`src/rtl/bt_ascii_pkg.sv`:
```
// ASCII constants, keyword byte arrays and FSM state type shared by the BLE line decoder and encoder.
package bt_ascii_pkg;

    localparam int MAX_BYTES = 4;

    localparam logic [7:0] ASCII_A    = 8'h41;
    localparam logic [7:0] ASCII_E    = 8'h45;
    localparam logic [7:0] ASCII_K    = 8'h4B;
    localparam logic [7:0] ASCII_O    = 8'h4F;
    localparam logic [7:0] ASCII_R    = 8'h52;
    localparam logic [7:0] ASCII_T    = 8'h54;
    localparam logic [7:0] ASCII_PLUS = 8'h2B;
    localparam logic [7:0] ASCII_CR   = 8'h0D;
    localparam logic [7:0] ASCII_LF   = 8'h0A;

    // Keywords are stored first character in the most significant element.
    localparam logic [1:0][7:0] KW_OK    = {ASCII_O, ASCII_K};
    localparam logic [4:0][7:0] KW_ERROR = {ASCII_E, ASCII_R, ASCII_R, ASCII_O, ASCII_R};
    localparam logic [2:0][7:0] KW_AT    = {ASCII_A, ASCII_T, ASCII_PLUS};

    typedef enum logic [1:0] {
        ST_IDLE = 2'd0,
        ST_LINE = 2'd1,
        ST_HOLD = 2'd2
    } dec_state_e;

endpackage

```
`src/rtl/bt_keyword_matcher.sv`:
```
// Incremental keyword matcher: tracks whether the bytes of the current line equal KEYWORD.
// EXACT=1 demands the line length equal KW_LEN; EXACT=0 accepts KEYWORD as a prefix.
module bt_keyword_matcher #(
    parameter int                      KW_LEN  = 2,
    parameter logic [KW_LEN-1:0][7:0]  KEYWORD = '0,
    parameter bit                      EXACT   = 1'b1,
    parameter int                      LEN_W   = 4
) (
    input  logic             clk,
    input  logic             reset,
    input  logic [7:0]       byte_in,
    input  logic [LEN_W-1:0] idx,
    input  logic             accept,
    input  logic             clear,
    output logic             hit
);

    logic match_q, match_d;
    logic full_q, full_d;

    always_comb begin
        match_d = match_q;
        full_d  = full_q;
        if (clear) begin
            match_d = 1'b1;
            full_d  = 1'b0;
        end else if (accept) begin
            if (idx < LEN_W'(KW_LEN)) begin
                for (int i = 0; i < KW_LEN; i++) begin
                    if (idx == LEN_W'(i)) begin
                        match_d = match_q && (byte_in == KEYWORD[KW_LEN-1-i]);
                    end
                end
                full_d = (idx == LEN_W'(KW_LEN - 1));
            end else if (EXACT) begin
                // A byte past the keyword length rules out an exact match.
                full_d = 1'b0;
            end
        end
    end

    always_ff @(posedge clk) begin
        if (reset) begin
            match_q <= 1'b1;
            full_q  <= 1'b0;
        end else begin
            match_q <= match_d;
            full_q  <= full_d;
        end
    end

    assign hit = match_q && full_q;

endmodule

```
`src/rtl/bluetooth_decoder.sv`:
```
// BLE UART receive decoder: splits LF-terminated lines into OK/ERROR pulses or packed 32-bit payloads.
// Define BT_DECODER_ECHO_FILTER_EN to silently drop "AT+" command-echo lines.
module bluetooth_decoder
    import bt_ascii_pkg::*;
#(
    parameter int LEN_W = 4
) (
    input  logic        clk,
    input  logic        reset,
    input  logic [7:0]  rx_byte,
    input  logic        rx_valid,
    output logic        rx_ready,
    output logic [31:0] data_out,
    output logic [2:0]  data_len,
    output logic        data_trunc,
    output logic        data_valid,
    input  logic        data_ready,
    output logic        status_ok,
    output logic        status_err
);

    localparam logic [LEN_W-1:0] LEN_MAX = {LEN_W{1'b1}};

    dec_state_e       state_q, state_d;
    logic [LEN_W-1:0] line_len_q, line_len_d;
    logic [31:0]      lanes_q, lanes_d;
    logic             trunc_q, trunc_d;
    logic [31:0]      data_out_q, data_out_d;
    logic [2:0]       data_len_q, data_len_d;
    logic             data_trunc_q, data_trunc_d;
    logic             status_ok_q, status_ok_d;
    logic             status_err_q, status_err_d;

    logic accept, byte_acc, line_end;
    logic ok_hit, err_hit, drop_line;

    assign rx_ready = (state_q != ST_HOLD);
    assign accept   = rx_valid && rx_ready;
    assign byte_acc = accept && (rx_byte != ASCII_CR) && (rx_byte != ASCII_LF);
    assign line_end = accept && (rx_byte == ASCII_LF);

    bt_keyword_matcher #(.KW_LEN(2), .KEYWORD(KW_OK), .EXACT(1'b1), .LEN_W(LEN_W)) u_match_ok (
        .clk(clk), .reset(reset), .byte_in(rx_byte), .idx(line_len_q),
        .accept(byte_acc), .clear(line_end), .hit(ok_hit)
    );

    bt_keyword_matcher #(.KW_LEN(5), .KEYWORD(KW_ERROR), .EXACT(1'b1), .LEN_W(LEN_W)) u_match_err (
        .clk(clk), .reset(reset), .byte_in(rx_byte), .idx(line_len_q),
        .accept(byte_acc), .clear(line_end), .hit(err_hit)
    );

`ifdef BT_DECODER_ECHO_FILTER_EN
    bt_keyword_matcher #(.KW_LEN(3), .KEYWORD(KW_AT), .EXACT(1'b0), .LEN_W(LEN_W)) u_match_echo (
        .clk(clk), .reset(reset), .byte_in(rx_byte), .idx(line_len_q),
        .accept(byte_acc), .clear(line_end), .hit(drop_line)
    );
`else
    assign drop_line = 1'b0;
`endif

    always_comb begin
        state_d      = state_q;
        line_len_d   = line_len_q;
        lanes_d      = lanes_q;
        trunc_d      = trunc_q;
        data_out_d   = data_out_q;
        data_len_d   = data_len_q;
        data_trunc_d = data_trunc_q;
        status_ok_d  = 1'b0;
        status_err_d = 1'b0;

        if (state_q == ST_HOLD) begin
            if (data_ready) begin
                state_d = ST_IDLE;
            end
        end else begin
            if (byte_acc) begin
                state_d = ST_LINE;
                if (line_len_q < LEN_W'(MAX_BYTES)) begin
                    case (line_len_q[1:0])
                        2'd0:    lanes_d[31:24] = rx_byte;
                        2'd1:    lanes_d[23:16] = rx_byte;
                        2'd2:    lanes_d[15:8]  = rx_byte;
                        default: lanes_d[7:0]   = rx_byte;
                    endcase
                end else begin
                    trunc_d = 1'b1;
                end
                if (line_len_q != LEN_MAX) begin
                    line_len_d = line_len_q + 1'b1;
                end
            end

            // Every LF wipes the line state; only non-keyword, non-empty lines become payload.
            if (line_end) begin
                state_d    = ST_IDLE;
                line_len_d = '0;
                lanes_d    = '0;
                trunc_d    = 1'b0;
                if ((line_len_q != '0) && !drop_line) begin
                    if (ok_hit) begin
                        status_ok_d = 1'b1;
                    end else if (err_hit) begin
                        status_err_d = 1'b1;
                    end else begin
                        data_out_d   = lanes_q;
                        data_len_d   = (line_len_q >= LEN_W'(MAX_BYTES)) ? 3'(MAX_BYTES) : line_len_q[2:0];
                        data_trunc_d = trunc_q;
                        state_d      = ST_HOLD;
                    end
                end
            end
        end
    end

    always_ff @(posedge clk) begin
        if (reset) begin
            state_q      <= ST_IDLE;
            line_len_q   <= '0;
            lanes_q      <= '0;
            trunc_q      <= 1'b0;
            data_out_q   <= '0;
            data_len_q   <= '0;
            data_trunc_q <= 1'b0;
            status_ok_q  <= 1'b0;
            status_err_q <= 1'b0;
        end else begin
            state_q      <= state_d;
            line_len_q   <= line_len_d;
            lanes_q      <= lanes_d;
            trunc_q      <= trunc_d;
            data_out_q   <= data_out_d;
            data_len_q   <= data_len_d;
            data_trunc_q <= data_trunc_d;
            status_ok_q  <= status_ok_d;
            status_err_q <= status_err_d;
        end
    end

    assign data_out   = data_out_q;
    assign data_len   = data_len_q;
    assign data_trunc = data_trunc_q;
    assign data_valid = (state_q == ST_HOLD);
    assign status_ok  = status_ok_q;
    assign status_err = status_err_q;

endmodule

```
`config.mk`:
```
export PLATFORM = sky130hd
export DESIGN_NAME = bluetooth_decoder
export DESIGN_NICKNAME = d
export VERILOG_FILES = /design/src/rtl/bt_ascii_pkg.sv /design/src/rtl/bt_keyword_matcher.sv /design/src/rtl/bluetooth_decoder.sv
export SDC_FILE = /design/constraint.sdc
export NUM_CORES = 1
export LEC_CHECK = 0
export BUFFER_PORTS_ARGS = -buffer_cell sky130_fd_sc_hd__buf_2
export CORE_UTILIZATION = 38
export DETAILED_ROUTE_END_ITERATION = 8
export HOLD_SLACK_MARGIN = 0.15
export SETUP_SLACK_MARGIN = 0.4
export SYNTH_ARGS = -nofsm -noshare
export SYNTH_HDL_FRONTEND = slang
export SYNTH_SLANG_ARGS = --single-unit
```
`constraint.sdc`:
```
create_clock -name clk -period 2.2 [get_ports clk]
set_input_delay 0.55 -clock clk [delete_from_list [all_inputs] [get_ports clk]]
set_output_delay 0.55 -clock clk [all_outputs]
set_load 0.005 [all_outputs]
```
==> flow_summary_export.csv <==
group,metric,value,unit
pwr,pwr-share-seq,52.8,%
clock_tree,ctsHoldBuffers,0,
detailed_routing,drt_iter0_drc,137,
floorplanning,die_h,96.0,um
global_route,grt_pass1_vias,2682,
placed_design,place.port_buffers,51,
synthesis,syn_inst,377,
global_route,grt_max_degree,62,
placed_design,gp_congestion,0.871,
placed_design,dp_hpwl,5540,um
timing,worst_pin_slew,0.633,ns
detailed_routing,vias,2880,
synthesis,ys_async_sr_fraction,0,%
timing,slew_headroom,57.8,%
finish,multiInputGateArea,1640,um^2
status,outcome,"finished clean",
timing,max_freq,527,MHz
global_route,antenna_found_initial,0,
finish,seq_area,1630,um^2
pwr,p_leak,1.65,nW
timing,setup_ws,0.304,ns
synthesis,synthTopCellsByArea,"dfxtp_1 (48%), mux2i_1 (10%), a21oi_1 (5.7%)",
critical_path,crit_chain,"inv_4, buf_6, ha_4, or3_4, a211o_1, a221oi_2, nor3_1, a31oi_1",
finish,drive_above_1_share,29.0,%
timing,report.final.slew_viol_count,0,
detailed_routing,dr.pass1.iters,4,
floorplanning,dieArea,9220,um^2
synthesis,yosysMostFrequentCell,"dfxtp_1",
finish,area_growth,28.3,%
critical_path,startpoint_type,"register",
clock_tree,cts_max_level,3,
placed_design,place_inst,524,
detailed_routing,drc,0,
timing,finalCriticalPeriod,1.90,ns
timing,hold_violations,0,
detailed_routing,wl_per_cell,15.5,um
floorplanning,num_io_pins,52,
synthesis,synth_top_area_share,48.3,%
critical_path,worstPathArrival,2.18,ns
hold_path,hold_path.class,"register to register",
timing,rsz0062_at_grt,"true",
timing,setup_viol,0,
critical_path,worst_ep_required_time,2.48,ns
pwr,total_power,2.89,mW
clock_tree,root_buffer,"clkbuf_8",
synthesis,synth_edf_count,0,
pwr,comb_power_share,9.9,%
synthesis,syn-num-nets,394,
synthesis,ys_seq_area_share,48.3,%
finish,num_antenna_cells,0,
critical_path,slowest_delay,0.39,ns
clock_tree,clk_latency,0.36,ns
floorplanning,die_width,96.0,um
synthesis,synth_cell_types,43,
detailed_routing,totalWireLength,8580,um
global_route,grt_usage,20.0,%
clock_tree,cts_buffer_depth,2,
timing,skew,0.00993,ns
pwr,pwr_density_cell,670,nW/um^2
global_route,grt.overflow.total,0,
finish,nFillCells,795,
pwr,p_switching,0.744,mW
synthesis,avgSynthCellArea,8.91,um^2
floorplanning,rows,33,
synthesis,yosysTopAreaCell,"dfxtp_1",
floorplanning,start_util,40.1,%
pwr,p_sw_share,25.7,%
clock_tree,clk_pin_slew_worst_paths,0.08,ns
global_route,grt_pass1_wl,13700,um
synthesis,synthTopCellsByCount,"dfxtp_1 (81), nor2_1 (49), nand2_1 (47), a21oi_1 (38), mux2i_1 (34)",
placed_design,pre_cts_ws,-0.120,ns
clock_tree,cts.sinks,81,
synthesis,yosys_warnings,0,
synthesis,ys_ff_latch,81,
finish,fin_nets,461,
pwr,power_frac_clock,37.4,%
timing,finalCritPeriodShare,86.2,%
run,cap_violations,0,
critical_path,path_class,"register to register",
clock_tree,numCtsBuffers,9,
clock_tree,cts_tree,"done",
critical_path,slowest_stage,"or3_4",
critical_path,crit_path_end_kind,"register",
pwr,peakVddDrop,0.337,mV
pwr,intPower,2.15,mW
floorplanning,core_region_area,8380,um^2
critical_path,critPathMaxFanout,3,
critical_path,crit_family,"compound AO/OA/AOI/OAI gates",
detailed_routing,via_per_inst,5.20,
synthesis,synthFlopType,"dfxtp_1",
synthesis,synth_area,3360,um^2
finish,stdcell_count,554,
critical_path,crit_buf_inv,2,
detailed_routing,postRouteAntennaNets,0,
finish,final_core_util,51.4,%
-- area by class of cell --
type	count	share of cell area (%)
clock buffer	10	2.96
clock inverter	6	1.60
inverter	5	0.552
multi-input combinational	260	38.0
sequential	81	37.8
tap	105	3.05
timing repair buffer	87	16.0
-- sequential cells by signal, summed over array words and instances (netlist names) --
name / cells
data_out: 32
data_len: 3
status_ok: 1
u_match_err.full_q: 1
state_q: 2
u_match_err.match_q: 1
u_match_ok.match_q: 1
u_match_ok.full_q: 1
data_trunc: 1
line_len_q: 4
lanes_q: 32
status_err: 1
trunc_q: 1
-- path summary, 6_finish.rpt --
kind	end	startpoint	depth (start not counted)	slack, ns
setup / recovery	u_match_err.match_q	line_len_q[1]	8	0.30
hold / removal	lanes_q[19]	lanes_q[19]	2	0.46
setup reg to reg	u_match_err.match_q	line_len_q[1]	8	0.30
hold reg to reg	lanes_q[19]	lanes_q[19]	2	0.46
-- kinds of logic after synthesis --
kind of cell	after synthesis	share of synthesized area, %
xor gates and xnor gates	2	0.522
buffers and inverters	36	5.89
muxes	34	10.1
DFF	81	48.3
AOI/OAI and AO/OA	57	9.99
and+or+nand+nor	162	23.3
adders and majority gates	5	1.86
-- what timing repair did --
action / 4_1_cts / 5_1_grt
resized for setup: 24 / 12
setup endpoints to repair: 79 / 74
pin swaps: 3 / 9
cloned: 5 / 0
setup buffers: 5 / 4
-- tightest hold or removal path, stage by stage (launching register included) --
cell and delay, ns:
dfxtp_1 0.32, nand2_1 0.05, a21oi_1 0.05
-- power groups by stage --
stage | registers, mW | clock network [mW] | logic (mW)
floorplan | 1.55 | 0 | 0.169
global placement | 1.56 | 0 | 0.232
detailed placement | 1.56 | 0 | 0.233
CTS | 1.52 | 1.11 | 0.266
global route | 1.53 | 1.17 | 0.313
finish | 1.52 | 1.08 | 0.285
-- per-stage QoR --
stage / TNS, ns / instance area, um^2 / hold WS (ns)
after floorplan: 0 / 3400 / 0.435
after global placement: -3.70 / 3770 / 0.450
after detailed placement: -3.97 / 3770 / 0.454
after CTS: 0 / 4230 / 0.465
after global routing: 0 / 4310 / 0.491
final: 0 / 4310 / 0.461
-- metal layers --
layer / track usage (%) / routed length, um
met5: 0 / 0
met4: 7.34 / 128
met3: 4.34 / 356
met2: 30.0 / 3910
met1: 28.0 / 4190
-- cell usage in the layout (no fill, tap or decap), drive strengths merged, types with 4 or more instances in the layout --
cell and instances:
mux2i 34, clkbuf 10, and3 4, nand4 5, nand2 47, nand3 35
a21oi 38, buf 87, clkinv 4, nand2b 6, ha 5, nor2 49
o21ai 6, dfxtp 81, inv 5
(Power assumes the default switching activity.)
